<file path="src/rtl/mod_segment_transition_pkg.sv">
// Shared types for the modulation segment transition logic.
package mod_segment_transition_pkg;

    localparam int          IdxWidth    = 15;
    localparam logic [15:0] RepInfinite = 16'hFFFF;

    // Transition mode codes as written into the ADDR_MOD_* control registers.
    typedef enum logic [7:0] {
        TRANS_SYNC_IDX = 8'h00,
        TRANS_SYS_TIME = 8'h01,
        TRANS_GPIO     = 8'h02,
        TRANS_EXT      = 8'hF0
    } transition_mode_t;

    // Segment controller state; also used by the STM variant.
    typedef enum logic [1:0] {
        RUN_INF,
        WAIT_TRANS,
        RUN_FINITE,
        EXT_LOOP
    } mod_trans_state_t;

    // Settings captured on UPDATE_SETTINGS and held until the next update.
    // The mode stays a raw byte so unknown codes are kept as written.
    typedef struct packed {
        logic        req_segment;
        logic [15:0] rep;
        logic [7:0]  mode;
        logic [63:0] value;
    } mod_settings_t;

    // A request loops forever (and switches at once) unless it is an EXT request.
    function automatic logic is_immediate(input logic [15:0] rep, input logic [7:0] mode);
        return (rep == RepInfinite) && (mode != TRANS_EXT);
    endfunction

endpackage

</file>
<file path="src/rtl/mod_segment_transition_idx_wrap_detect.sv">
// Per-segment index wrap detector: the index counts up and returns to 0 after
// its last value, so a wrap shows as the index dropping below its previous value.
module idx_wrap_detect
    import mod_segment_transition_pkg::*;
#(
    parameter int IdxW = IdxWidth
) (
    input  logic            CLK,
    input  logic            RST,
    input  logic [IdxW-1:0] IDX,
    output logic            WRAP
);

    logic [IdxW-1:0] idx_q;

    // Previous index, one cycle behind the live input.
    always_ff @(posedge CLK or posedge RST) begin
        if (RST) idx_q <= '0;
        else     idx_q <= IDX;
    end

    // High for exactly the cycle in which the index has gone backwards.
    assign WRAP = (IDX < idx_q);

endmodule

</file>
<file path="src/rtl/mod_segment_transition.sv">
// Active modulation segment selection and segment change sequencing.
module mod_segment_transition
    import mod_segment_transition_pkg::*;
(
    input  logic                CLK,
    input  logic                RST,
    input  logic                UPDATE_SETTINGS,
    input  logic                REQ_RD_SEGMENT,
    input  logic [15:0]         REP,
    input  logic [7:0]          TRANSITION_MODE,
    input  logic [63:0]         TRANSITION_VALUE,
    input  logic [IdxWidth-1:0] CYCLE0,
    input  logic [IdxWidth-1:0] CYCLE1,
    input  logic [IdxWidth-1:0] IDX0,
    input  logic [IdxWidth-1:0] IDX1,
    input  logic [63:0]         SYS_TIME,
    input  logic [3:0]          GPIO_IN,
    output logic                SEGMENT,
    output logic                STOP
);

    localparam int NumSeg = 2;

    mod_trans_state_t state_q, state_d;
    mod_settings_t    pend_q;
    logic             seg_q, seg_d;
    logic             stop_q, stop_d;
    logic [15:0]      loop_q, loop_d;
    logic [3:0]       gpio_q;

    logic [NumSeg-1:0][IdxWidth-1:0] idx_vec;
    logic [NumSeg-1:0]               wrap_vec;
    logic                            wrap_act;
    logic                            fire;
    logic [1:0]                      gpio_sel;

    // Wrap is decided purely by index motion; the cycle lengths are not needed.
    logic unused_cycle;
    assign unused_cycle = ^{CYCLE0, CYCLE1};

    assign idx_vec = {IDX1, IDX0};

    idx_wrap_detect #(.IdxW(IdxWidth)) u_wrap [NumSeg-1:0] (
        .CLK  (CLK),
        .RST  (RST),
        .IDX  (idx_vec),
        .WRAP (wrap_vec)
    );

    // Wrap of the segment that is active now, before any change this cycle.
    assign wrap_act = seg_q ? wrap_vec[1] : wrap_vec[0];
    assign gpio_sel = pend_q.value[1:0];

    // Transition trigger, evaluated against the pending settings.
    always_comb begin
        fire = 1'b0;
        case (pend_q.mode)
            TRANS_SYNC_IDX: fire = wrap_act;
            TRANS_SYS_TIME: fire = (SYS_TIME >= pend_q.value);
            TRANS_GPIO:     fire = GPIO_IN[gpio_sel] & ~gpio_q[gpio_sel];
            default:        fire = 1'b0;
        endcase
    end

    // Pending settings capture and GPIO edge history.
    always_ff @(posedge CLK or posedge RST) begin
        if (RST) begin
            pend_q <= '0;
            gpio_q <= '0;
        end else begin
            gpio_q <= GPIO_IN;
            if (UPDATE_SETTINGS) begin
                pend_q.req_segment <= REQ_RD_SEGMENT;
                pend_q.rep         <= REP;
                pend_q.mode        <= TRANSITION_MODE;
                pend_q.value       <= TRANSITION_VALUE;
            end
        end
    end

    // State register together with the registered outputs and loop counter.
    always_ff @(posedge CLK or posedge RST) begin
        if (RST) begin
            state_q <= RUN_INF;
            seg_q   <= 1'b0;
            stop_q  <= 1'b0;
            loop_q  <= '0;
        end else begin
            state_q <= state_d;
            seg_q   <= seg_d;
            stop_q  <= stop_d;
            loop_q  <= loop_d;
        end
    end

    // Next state: a new update always overrides whatever the FSM was doing.
    always_comb begin
        state_d = state_q;
        if (UPDATE_SETTINGS) begin
            if (TRANSITION_MODE == TRANS_EXT)                state_d = EXT_LOOP;
            else if (is_immediate(REP, TRANSITION_MODE))     state_d = RUN_INF;
            else                                             state_d = WAIT_TRANS;
        end else if ((state_q == WAIT_TRANS) && fire) begin
            state_d = RUN_FINITE;
        end
    end

    // Segment, stop flag and loop counter updates for the current state.
    always_comb begin
        seg_d  = seg_q;
        stop_d = stop_q;
        loop_d = loop_q;
        if (UPDATE_SETTINGS) begin
            loop_d = '0;
            if (is_immediate(REP, TRANSITION_MODE) || (TRANSITION_MODE == TRANS_EXT)) begin
                seg_d  = REQ_RD_SEGMENT;
                stop_d = 1'b0;
            end
        end else begin
            case (state_q)
                WAIT_TRANS: begin
                    if (fire) begin
                        seg_d  = pend_q.req_segment;
                        stop_d = 1'b0;
                        loop_d = '0;
                    end
                end
                RUN_FINITE: begin
                    // Once stopped, the reader holds its last index; ignore further wraps.
                    if (wrap_act && !stop_q) begin
                        if (loop_q == pend_q.rep) stop_d = 1'b1;
                        else                      loop_d = loop_q + 16'd1;
                    end
                end
                EXT_LOOP: begin
                    if (wrap_act) seg_d = ~seg_q;
                end
                default: ;
            endcase
        end
    end

    assign SEGMENT = seg_q;
    assign STOP    = stop_q;

endmodule

</file>
<file path="config.mk">
export PLATFORM = sky130hd
export DESIGN_NAME = mod_segment_transition
export DESIGN_NICKNAME = d
export VERILOG_FILES = /design/src/rtl/mod_segment_transition_pkg.sv /design/src/rtl/mod_segment_transition_idx_wrap_detect.sv /design/src/rtl/mod_segment_transition.sv
export SDC_FILE = /design/constraint.sdc
export NUM_CORES = 1
export LEC_CHECK = 0
export CORE_MARGIN = 3
export CORE_UTILIZATION = 23
export DETAILED_ROUTE_END_ITERATION = 8
export SYNTH_ARGS = -nofsm -noshare
export SYNTH_HDL_FRONTEND = slang
export SYNTH_SLANG_ARGS = --single-unit
</file>
<file path="constraint.sdc">
create_clock -name CLK -period 4.9 [get_ports CLK]
set_clock_uncertainty 0.05 [all_clocks]
set_input_delay 0.49 -clock CLK [delete_from_list [all_inputs] [get_ports CLK]]
set_output_delay 0.49 -clock CLK [all_outputs]
set_load 0.02 [all_outputs]
</file>
==> flow_metrics.py, run 1 <==
metrics = {
    "logic_synthesis": {
        "yosys_warnings": 0,
        "synth.area.top_cells": "dfrtp_1, ha_1, o21ai_0, inv_1, nand2_1",
        "yosysMostFrequentCell": "dfrtp_1",
        "syn-num-nets": 1116,
        "synth_seq_area_share_pct": 45.8,
        "syn_inst": 803,
        "post-synth-top-area-cell": "dfrtp_1",
        "synth_edf_count": 0,
        "synth_cell_type_count": 54,
        "async_reset_ff_share_pct": 100,
        "synthesis.area_mm2": 0.00781,
        "synth_common_cells": "dfrtp_1, inv_1, nand2_1",
        "ys_dominant_reg_cell": "dfrtp_1",
        "post-synth-top-area-fraction_pct": 45.8,
        "synth.avg_cell_area_um2": 9.72,
        "synth_seq_cells": 143,
    },
    "global_routing": {
        "globalRouteMet1Util_pct": 15.3,
        "grt_pass1_wl_um": 33500,
        "grt_use_total_pct": 11.8,
        "grt_pass1_vias": 6437,
        "met3_usage_pct": 3.05,
        "overflow": 0,
        "grt_max_degree": 81,
        "grt.met2_usage_pct": 19.5,
        "antenna_found_initial": 3,
        "grt-busiest-layer": "met2",
    },
    "place": {
        "numPortBuffers": 191,
        "hpwlAfterDp_um": 16100,
        "gp_congestion": 0.807,
        "dp_slack_ns": 1.22,
    },
    "sta": {
        "period_share_pct": 64.8,
        "max_slew_margin_pct": 47.2,
        "fin_crit_ns": 3.17,
        "layout_setup_ws_ns": 1.73,
        "finalMaxSlewViolations": 0,
        "worst_pin_slew_ns": 0.782,
        "finalSetupViolCount": 0,
        "finalHoldViolCount": 0,
        "setup_tns_ns": 0,
        "rsz0062_at_grt": "no",
        "max_freq_ghz": 0.315,
    },
    "flow_run": {
        "maxCapViolCount": 0,
    },
    "clock_tree": {
        "cts_resized": 0,
        "cts-root-buf": "clkbuf_16",
        "ctsHoldBuffers": 0,
        "cts_tree": "yes",
        "cts_setup_buffers": 0,
        "clkSlewWorstSetupHoldPaths_ns": 0.07,
        "cts_buffer_depth": 2,
        "insertion_delay_ns": 0.44,
        "htreeDepth": 4,
        "clkSinkCount": 143,
        "numCtsBuffers": 17,
    },
    "layout": {
        "nets": 1308,
        "multi_input_area_mm2": 0.00375,
        "syn2layout_area_growth_pct": 38.4,
        "regArea_mm2": 0.00358,
        "drive_gt1_share_pct": 6.94,
        "nFillCells": 3416,
    },
    "critical_path": {
        "crit_buf_inv": 1,
        "end_kind": "flop",
        "r2r.worst_path.cells": 10,
        "r2r-end": "loop_q[10]",
        "crit_fanout": 15,
        "r2r-start": "pend_q[35]",
        "slowest_stage": "a311oi_4",
        "cpMostUsedCell": "o21ai_0",
        "slowest_delay_ns": 0.62,
        "setup.worst_path.class": "input pin to flop",
        "critPathArrivalTime_ns": 3.48,
        "worstPathRequired_ns": 5.21,
        "cp_top_family": "compound AO/OA/AOI/OAI gates",
        "cp-start-kind": "input pin",
        "path_cells": "clkdlybuf4s50_1, ha_1, a21oi_1, o21ai_0, a221oi_1, o22ai_1, a2111o_1, a311oi_4, o21ai_0, o21ai_0",
        "reg2reg_slack_ns": 1.84,
    },
    "floorplanning": {
        "num_io_pins": 222,
        "coreArea_mm2": 0.0330,
        "initial_core_util_pct": 23.6,
        "core.rowCount": 66,
        "dieArea_mm2": 0.0362,
        "die_h_um": 190,
        "die_w_um": 190,
    },
    "routing": {
        "via_count": 6358,
        "drc_errors": 0,
        "wl_per_cell_um": 14.7,
        "via_per_inst": 4.38,
        "final_antenna_net_count": 0,
        "drt_iter0_drc": 270,
        "firstDrtPassIters": 4,
        "drt-total-wl_um": 21300,
    },
    "min_path": {
        "min-delay-start": "loop_q[15]",
        "worstHoldEndpoint": "loop_q[15]",
        "min_path_type": "flop to flop",
        "holdPathStages": 1,
    },
    "pwr": {
        "total_power_uw": 3180,
        "seqPwrFrac_pct": 40.9,
        "p_switching_uw": 909,
        "p_clk_share_pct": 41.2,
        "p_sw_share_pct": 28.6,
        "max-vdd-ir-drop_mv": 0.227,
        "internal_power_uw": 2270,
        "p_per_area_mw_per_mm2": 295,
        "power.leakage_uw": 0.00491,
        "pwr-share-comb_pct": 17.9,
    },
    "run_status": {
        "status": "complete, no violations",
    },
}
## flip-flops by register name, summed over array words and instances, names as in the netlist
register / cells
gpio_sel: 2
u_wrap.idx_q: 30
STOP: 1
SEGMENT: 1
pend_q: 87
gpio_q: 4
loop_q: 16
state_q: 2
## cells by family after synthesis
logic type / count (synthesis) / share of synthesized area (%)
AO/OA/AOI/OAI: 195 / 15.1
buffers and inverters: 126 / 6.17
XOR/XNOR: 16 / 1.80
AND/OR/NAND/NOR: 205 / 12.6
flip-flops: 143 / 45.8
adder cells (fa/ha/maj): 93 / 14.9
multiplexers: 25 / 3.59
## layout make-up
| cell class | count | area share, % |
|---|---|---|
| Antenna cell | 1 | 0.0232 |
| Clock buffer | 17 | 3.94 |
| Clock inverter | 15 | 1.40 |
| Inverter | 104 | 3.66 |
| Multi-Input combinational cell | 534 | 34.7 |
| Sequential cell | 143 | 33.1 |
| Tap cell | 442 | 5.12 |
| Timing Repair Buffer | 195 | 18.1 |
## worst register-to-register path: stages (launching register included)
cell and delay, ns:
dfrtp_1 0.36, inv_1 0.08, ha_1 0.25, a21oi_1 0.19
o21ai_0 0.12, a221oi_1 0.41, o22ai_1 0.15, a2111o_1 0.47
a311oi_4 0.63, o21ai_0 0.19, o21ai_0 0.10
## worst max-delay path by stage
stage,end,startpoint,depth (start not counted)
floorplan,SEGMENT,RST,1
global placement,loop_q[13],SYS_TIME[61],10
detailed placement,loop_q[6],SYS_TIME[62],10
CTS,loop_q[3],SYS_TIME[35],10
global route,loop_q[7],SYS_TIME[62],10
finish,loop_q[10],SYS_TIME[35],10
## layer usage
| metal | wire (µm) | part of all wire [%] |
|---|---|---|
| met5 | 23 | 0.11 |
| met4 | 234 | 1.1 |
| met3 | 1200 | 5.6 |
| met2 | 10000 | 47 |
| met1 | 9780 | 46 |
## power groups by stage
| stage | clock network, µW | logic [µW] | registers, µW |
|---|---|---|---|
| 3_3_place_gp | 0 | 565 | 1320 |
| 6_report | 1310 | 568 | 1300 |
| 5_1_grt | 1410 | 649 | 1310 |
| 4_1_cts | 1360 | 581 | 1300 |
| 2_1_floorplan | 0 | 312 | 1320 |
| 3_5_place_dp | 0 | 576 | 1330 |
## cell usage in the layout, fill, tap and decap left out, types with 16 or more instances in the layout
cell type,netlist,routed
xor2_1,16,16
nand4_1,25,25
a21oi_1,33,33
mux2_2,24,24
clkdlybuf4s50_1,0,190
dfrtp_1,143,143
inv_1,104,103
nand2_1,104,104
ha_1,93,93
o21ai_0,91,91
nor2_1,22,22
clkbuf_16,0,17
o21ai_1,16,16
## per-stage QoR
step	instances	util (%)	hold WS [ns]	instance area, µm²
CTS	1450	32.7	0.447	10800
floorplan	803	-	0.417	7810
global route	1451	32.7	0.454	10800
global placement	1418	31.0	0.442	10200
finish	1451	32.7	0.453	10800
detailed placement	1418	31.0	0.448	10200
No activity file was read; power rests on OpenSTA's default activity.
==> run 2: changes to the inputs <==
==> constraint.sdc (replaced) <==
create_clock -name CLK -period 2.95 [get_ports CLK]
set_clock_uncertainty 0.05 [all_clocks]
set_input_delay 0.295 -clock CLK [delete_from_list [all_inputs] [get_ports CLK]]
set_output_delay 0.295 -clock CLK [all_outputs]
set_load 0.02 [all_outputs]
==> run 2 against run 1 <==
  * Total power is 71% higher
  * Setup slack worse by 1.5 ns
  * Hold slack worse by 0.30 ns
  * Non-clock buffer count is 33 higher
  * Largest power group unchanged
  * Critical path depth stayed put
  * Routed wire length is 0.49% higher
==> flow_metrics.py, run 2 (synthesized netlist as in run 1, its figures left out) <==
metrics = {
    "routing": {
        "drt-total-wl_um": 21400,
        "via_count": 6441,
        "firstDrtPassIters": 4,
        "dr_wl_met2_um": 9850,
        "wl_met1_um": 9900,
        "drc_errors": 0,
        "final_antenna_net_count": 0,
        "routed.top_layer": "met5",
        "wl_per_cell_um": 14.4,
        "via_per_inst": 4.34,
        "drt_iter0_drc": 266,
        "route.met3.wl_um": 1200,
    },
    "critical_path": {
        "path_cells": "inv_1, ha_1, a2111oi_0, o21ai_0, a31o_2, a2111o_1, a311oi_4, buf_12, o21ai_1, o41ai_1",
        "cp-start-kind": "flop",
        "crit_fanout": 15,
        "setup.worst_path.class": "flop to flop",
        "end_kind": "flop",
        "worstPathRequired_ns": 3.21,
        "slowest_delay_ns": 0.47,
        "cp_top_family": "compound AO/OA/AOI/OAI gates",
        "crit_buf_inv": 2,
        "slowest_stage": "a2111o_1",
        "critPathArrivalTime_ns": 3.04,
    },
    "layout": {
        "largest_reg_flops": 87,
        "fin_area_mm2": 0.0111,
        "nets": 1341,
        "layout_common_cells": "clkdlybuf4s50_1, dfrtp_1, nand2_1, inv_1, ha_1",
        "final_common_cell": "clkdlybuf4s50_1",
        "top_register": "pend_q",
        "syn2layout_area_growth_pct": 42.7,
        "nFillCells": 3417,
        "reg_top3": "pend_q (87), u_wrap.idx_q (30), loop_q (16)",
        "drive_gt1_share_pct": 10.1,
        "final_util_pct": 33.7,
    },
    "pwr": {
        "seqPwrFrac_pct": 39.7,
        "p_per_area_mw_per_mm2": 488,
        "p_switching_uw": 1420,
        "power.leakage_uw": 0.00509,
        "p_sw_share_pct": 26.1,
        "pwr-share-comb_pct": 18.6,
        "internal_power_uw": 4020,
        "p_clk_share_pct": 41.6,
        "total_power_uw": 5440,
        "max-vdd-ir-drop_mv": 0.392,
    },
    "clock_tree": {
        "cts_buffer_depth": 2,
        "insertion_delay_ns": 0.44,
        "clkSinkCount": 143,
        "clkSlewWorstSetupHoldPaths_ns": 0.07,
        "cts_tree": "yes",
        "cts-root-buf": "clkbuf_16",
        "htreeDepth": 4,
        "ctsHoldBuffers": 0,
        "numCtsBuffers": 17,
    },
    "floorplanning": {
        "coreArea_mm2": 0.0330,
        "core.rowCount": 66,
        "num_io_pins": 222,
        "initial_core_util_pct": 23.6,
        "die_h_um": 190,
        "die_w_um": 190,
        "dieArea_mm2": 0.0362,
    },
    "place": {
        "dp_slack_ns": -0.356,
        "gp_congestion": 0.831,
        "numPortBuffers": 191,
        "post_dp_cell_area_mm2": 0.0105,
        "hpwlAfterDp_um": 16300,
    },
    "sta": {
        "fin_crit_ns": 2.77,
        "finalHoldViolCount": 0,
        "max_freq_ghz": 0.360,
        "layout_setup_ws_ns": 0.176,
        "max_slew_margin_pct": 57.7,
        "period_share_pct": 94.0,
        "setup_tns_ns": 0,
        "finalMaxSlewViolations": 0,
        "finalSetupViolCount": 0,
        "worst_pin_slew_ns": 0.634,
    },
    "global_routing": {
        "grt_pass1_wl_um": 33700,
        "grt_use_total_pct": 12.0,
        "grt_max_degree": 155,
        "overflow": 0,
        "antenna_found_initial": 4,
        "grt_pass1_vias": 6466,
    },
    "flow_run": {
        "maxCapViolCount": 0,
    },
    "min_path": {
        "min_path_type": "input pin to flop",
    },
    "run_status": {
        "status": "complete, no violations",
    },
}
## run 2: final timing paths
path                            cells after the start         end  slack, ns             from
worst max register to register                     10  loop_q[13]       0.18        pend_q[4]
min in group asynchronous                           2   pend_q[9]       0.24              RST
worst min-delay path                                3  pend_q[55]       0.15  UPDATE_SETTINGS
worst max-delay path                               10  loop_q[13]       0.18        pend_q[4]
worst min register to register                      1  pend_q[68]       0.46       pend_q[68]
max in group asynchronous                           3  pend_q[41]       1.97              RST
## run 2: worst reg2reg max path, delay by kind of cell (launching register included)
family	cells	cell delay [ns]
adder cells (fa/ha/maj)	1	0.24
AO/OA/AOI/OAI	7	1.77
flip-flops	1	0.36
buffers and inverters	2	0.25
## run 2: final cells by class
| class | instances | area, µm² | area share [%] |
|---|---|---|---|
| Sequential cell | 143 | 3580 | 32.1 |
| Clock buffer | 19 | 453 | 4.07 |
| Clock inverter | 13 | 161 | 1.45 |
| Antenna cell | 2 | 5.00 | 0.0449 |
| Tap cell | 442 | 553 | 4.96 |
| Multi-Input combinational cell | 534 | 3760 | 33.7 |
| Timing Repair Buffer | 228 | 2240 | 20.1 |
| Inverter | 104 | 394 | 3.54 |
## run 2: what timing repair did
action,in CTS,in global routing
gates resized for setup,1,2
setup endpoints to repair,1,15
pin swaps,0,2
setup buffers,0,1
## run 2: power groups by stage
stage	logic [µW]	clock network, µW	registers, µW
3_5_place_dp	1020	0	2200
2_1_floorplan	518	0	2180
4_1_cts	1030	2360	2160
5_1_grt	1150	2430	2180
3_3_place_gp	1000	0	2200
6_report	1010	2260	2160
## run 2: metrics by stage
stage                     hold slack (ns)  instances
after floorplan                     0.276        803
after global placement              0.442       1450
after detailed placement            0.451       1450
after CTS                           0.124       1482
after global routing                0.154       1485
final                               0.150       1485
## run 2: layer usage
layer | vias up | global-route usage (%)
li1 | 3259 | -
met1 | 2975 | 15.3
met2 | 178 | 19.5
met3 | 25 | 3.16
met4 | 4 | 4.66
met5 | - | 0
==> RTL change, RTL diff (settings of run 1) <==
Register the output `SEGMENT` once more, cleared by the reset; this adds one clock of latency there. The other outputs are not delayed to match.
--- a/src/rtl/mod_segment_transition.sv
+++ b/src/rtl/mod_segment_transition.sv
@@ -142,3 +142,9 @@
 
-    assign SEGMENT = seg_q;
+    always_ff @(posedge CLK or posedge RST) begin
+        if (RST) begin
+            SEGMENT <= '0;
+        end else begin
+            SEGMENT <= seg_q;
+        end
+    end
     assign STOP    = stop_q;
Formal check against the unedited RTL: not equivalent (a bounded check fails within 4 cycles, from zero or initial values and one cycle with RST high).
==> RTL change against run 1 <==
Routed wire length fell by 0.16%; core utilization about the same; design area rose by 0.14%; sequential cell count is 1 higher; die area increased by 0.31%; synthesized area up 0.32%; combinational power barely moved; total power rose by 0.27%; count of clock-buffer cells in the layout up 3; via count about the same; setup slack got worse by 0.095 ns; worst hold slack better by 0.0045 ns; global-route usage rose by 0.063 points.
==> RTL change: results <==
group,metric,value,unit
status,outcome,"finished, final reports clean",
global_routing,grt_util_met3,3.57,%
global_routing,grt_max_degree,95,
power_and_ir_drop,switching_power,859,uW
drt,wl_met3,1510,um
drt,dr.max_layer_used,"met5",
synthesis,yosys_most_used_dff,"dfrtp_1",
synthesis,synth.area.top_cells,"dfrtp_1 (46%), ha_1 (15%), o21ai_0 (5.8%), inv_1 (5.0%), nand2_1 (5.0%)",
placement,gp_congestion,0.781,
final_layout,fillCellCount,3404,
drt,drt_first_pass_iters,5,
final_layout,diodes,0,
placement,dp_cells,1419,
clock_network,cts_max_path_buffers,2,
final_layout,nets,1309,
drt,drt-total-wl,21200,um
global_routing,grt_pass1_wl,34000,um
global_routing,grtUsageTotal,11.9,%
global_routing,antenna_found_initial,2,
clock_network,clk_latency,0.42,ns
setup_path,cp_data_arrival_time,3.56,ns
synthesis,synth_cells,804,
final_layout,fin_cells,1451,
clock_network,post-cts-setup-buffers,0,
power_and_ir_drop,p_leak,0.00491,uW
drt,wl_met2,10200,um
drt,drt_iter0_markers,363,
drt,wl_met1,9340,um
global_routing,grt_pass1_vias,6531,
power_and_ir_drop,vdd_drop_max,0.213,mV
power_and_ir_drop,comb-power,567,uW
setup_path,cpPeakStageDelay,0.63,ns
timing,relSlewSlack,38.5,%
global_routing,met1_usage,14.9,%
placement,dp_hpwl,16000,um
global_routing,grt_use_met2,20.1,%
synthesis,ys_seq_area_share,46.0,%
power_and_ir_drop,pwr.group.clock,1310,uW
synthesis,synth_common_cells,"dfrtp_1 (144), inv_1 (104), nand2_1 (104), ha_1 (93), o21ai_0 (91)",
synthesis,syn_nets,1117,
drt,vias_per_cell,4.39,
final_layout,drive_above_1_share,6.74,%
==> RTL change: worst max-delay path: cells and delay by family <==
family / cells / cell delay, ns
AO/OA/AOI/OAI: 8 / 2.31
buffers and inverters: 1 / 0.43
adder cells (fa/ha/maj): 1 / 0.32
==> RTL change: cell type report <==
cell class              count  area share [%]
flip-flops and latches    144            33.3
well taps                 442            5.11
clock buffers              20            4.13
clock inverters            12            1.25
inverters                 104            3.65
multi-input cells         534            34.6
repair buffers            195            17.9
==> RTL change: metrics by stage <==
step	power, uW	instance area [sq um]	hold WS (ns)	setup slack, ns	utilization (%)
after detailed placement	1910	10200	0.447	1.18	31.0
after global placement	1900	10200	0.439	1.25	31.0
after CTS	3260	10800	0.445	1.65	32.8
final	3190	10800	0.457	1.63	32.8
after floorplan	1640	7830	0.372	0.494	-
after global routing	3380	10800	0.453	1.44	32.8
==> RTL change: cells by family (layout without fill, tap and decap cells) <==
| family | Yosys count | after routing | synth area share (%) |
|---|---|---|---|
| AND/OR/NAND/NOR | 205 | 205 | 12.5 |
| AO/OA/AOI/OAI | 195 | 195 | 15.1 |
| flip-flops | 144 | 144 | 46.0 |
| buffers and inverters | 126 | 331 | 6.15 |
| adder cells (fa/ha/maj) | 93 | 93 | 14.9 |
| multiplexers | 25 | 25 | 3.58 |
| XOR/XNOR | 16 | 16 | 1.79 |
==> RTL change: path summary, 6_finish.rpt <==
kind                               from    endpoint  slack [ns]  cells past startpoint
setup reg to reg            gpio_sel[0]   loop_q[6]        1.79                      9
hold / removal               loop_q[15]  loop_q[15]        0.46                      1
setup / recovery           SYS_TIME[17]   loop_q[6]        1.63                     10
hold reg to reg              loop_q[15]  loop_q[15]        0.46                      1
min in group asynchronous           RST   pend_q[5]        0.58                      2
max in group asynchronous           RST  state_q[0]        3.23                      3
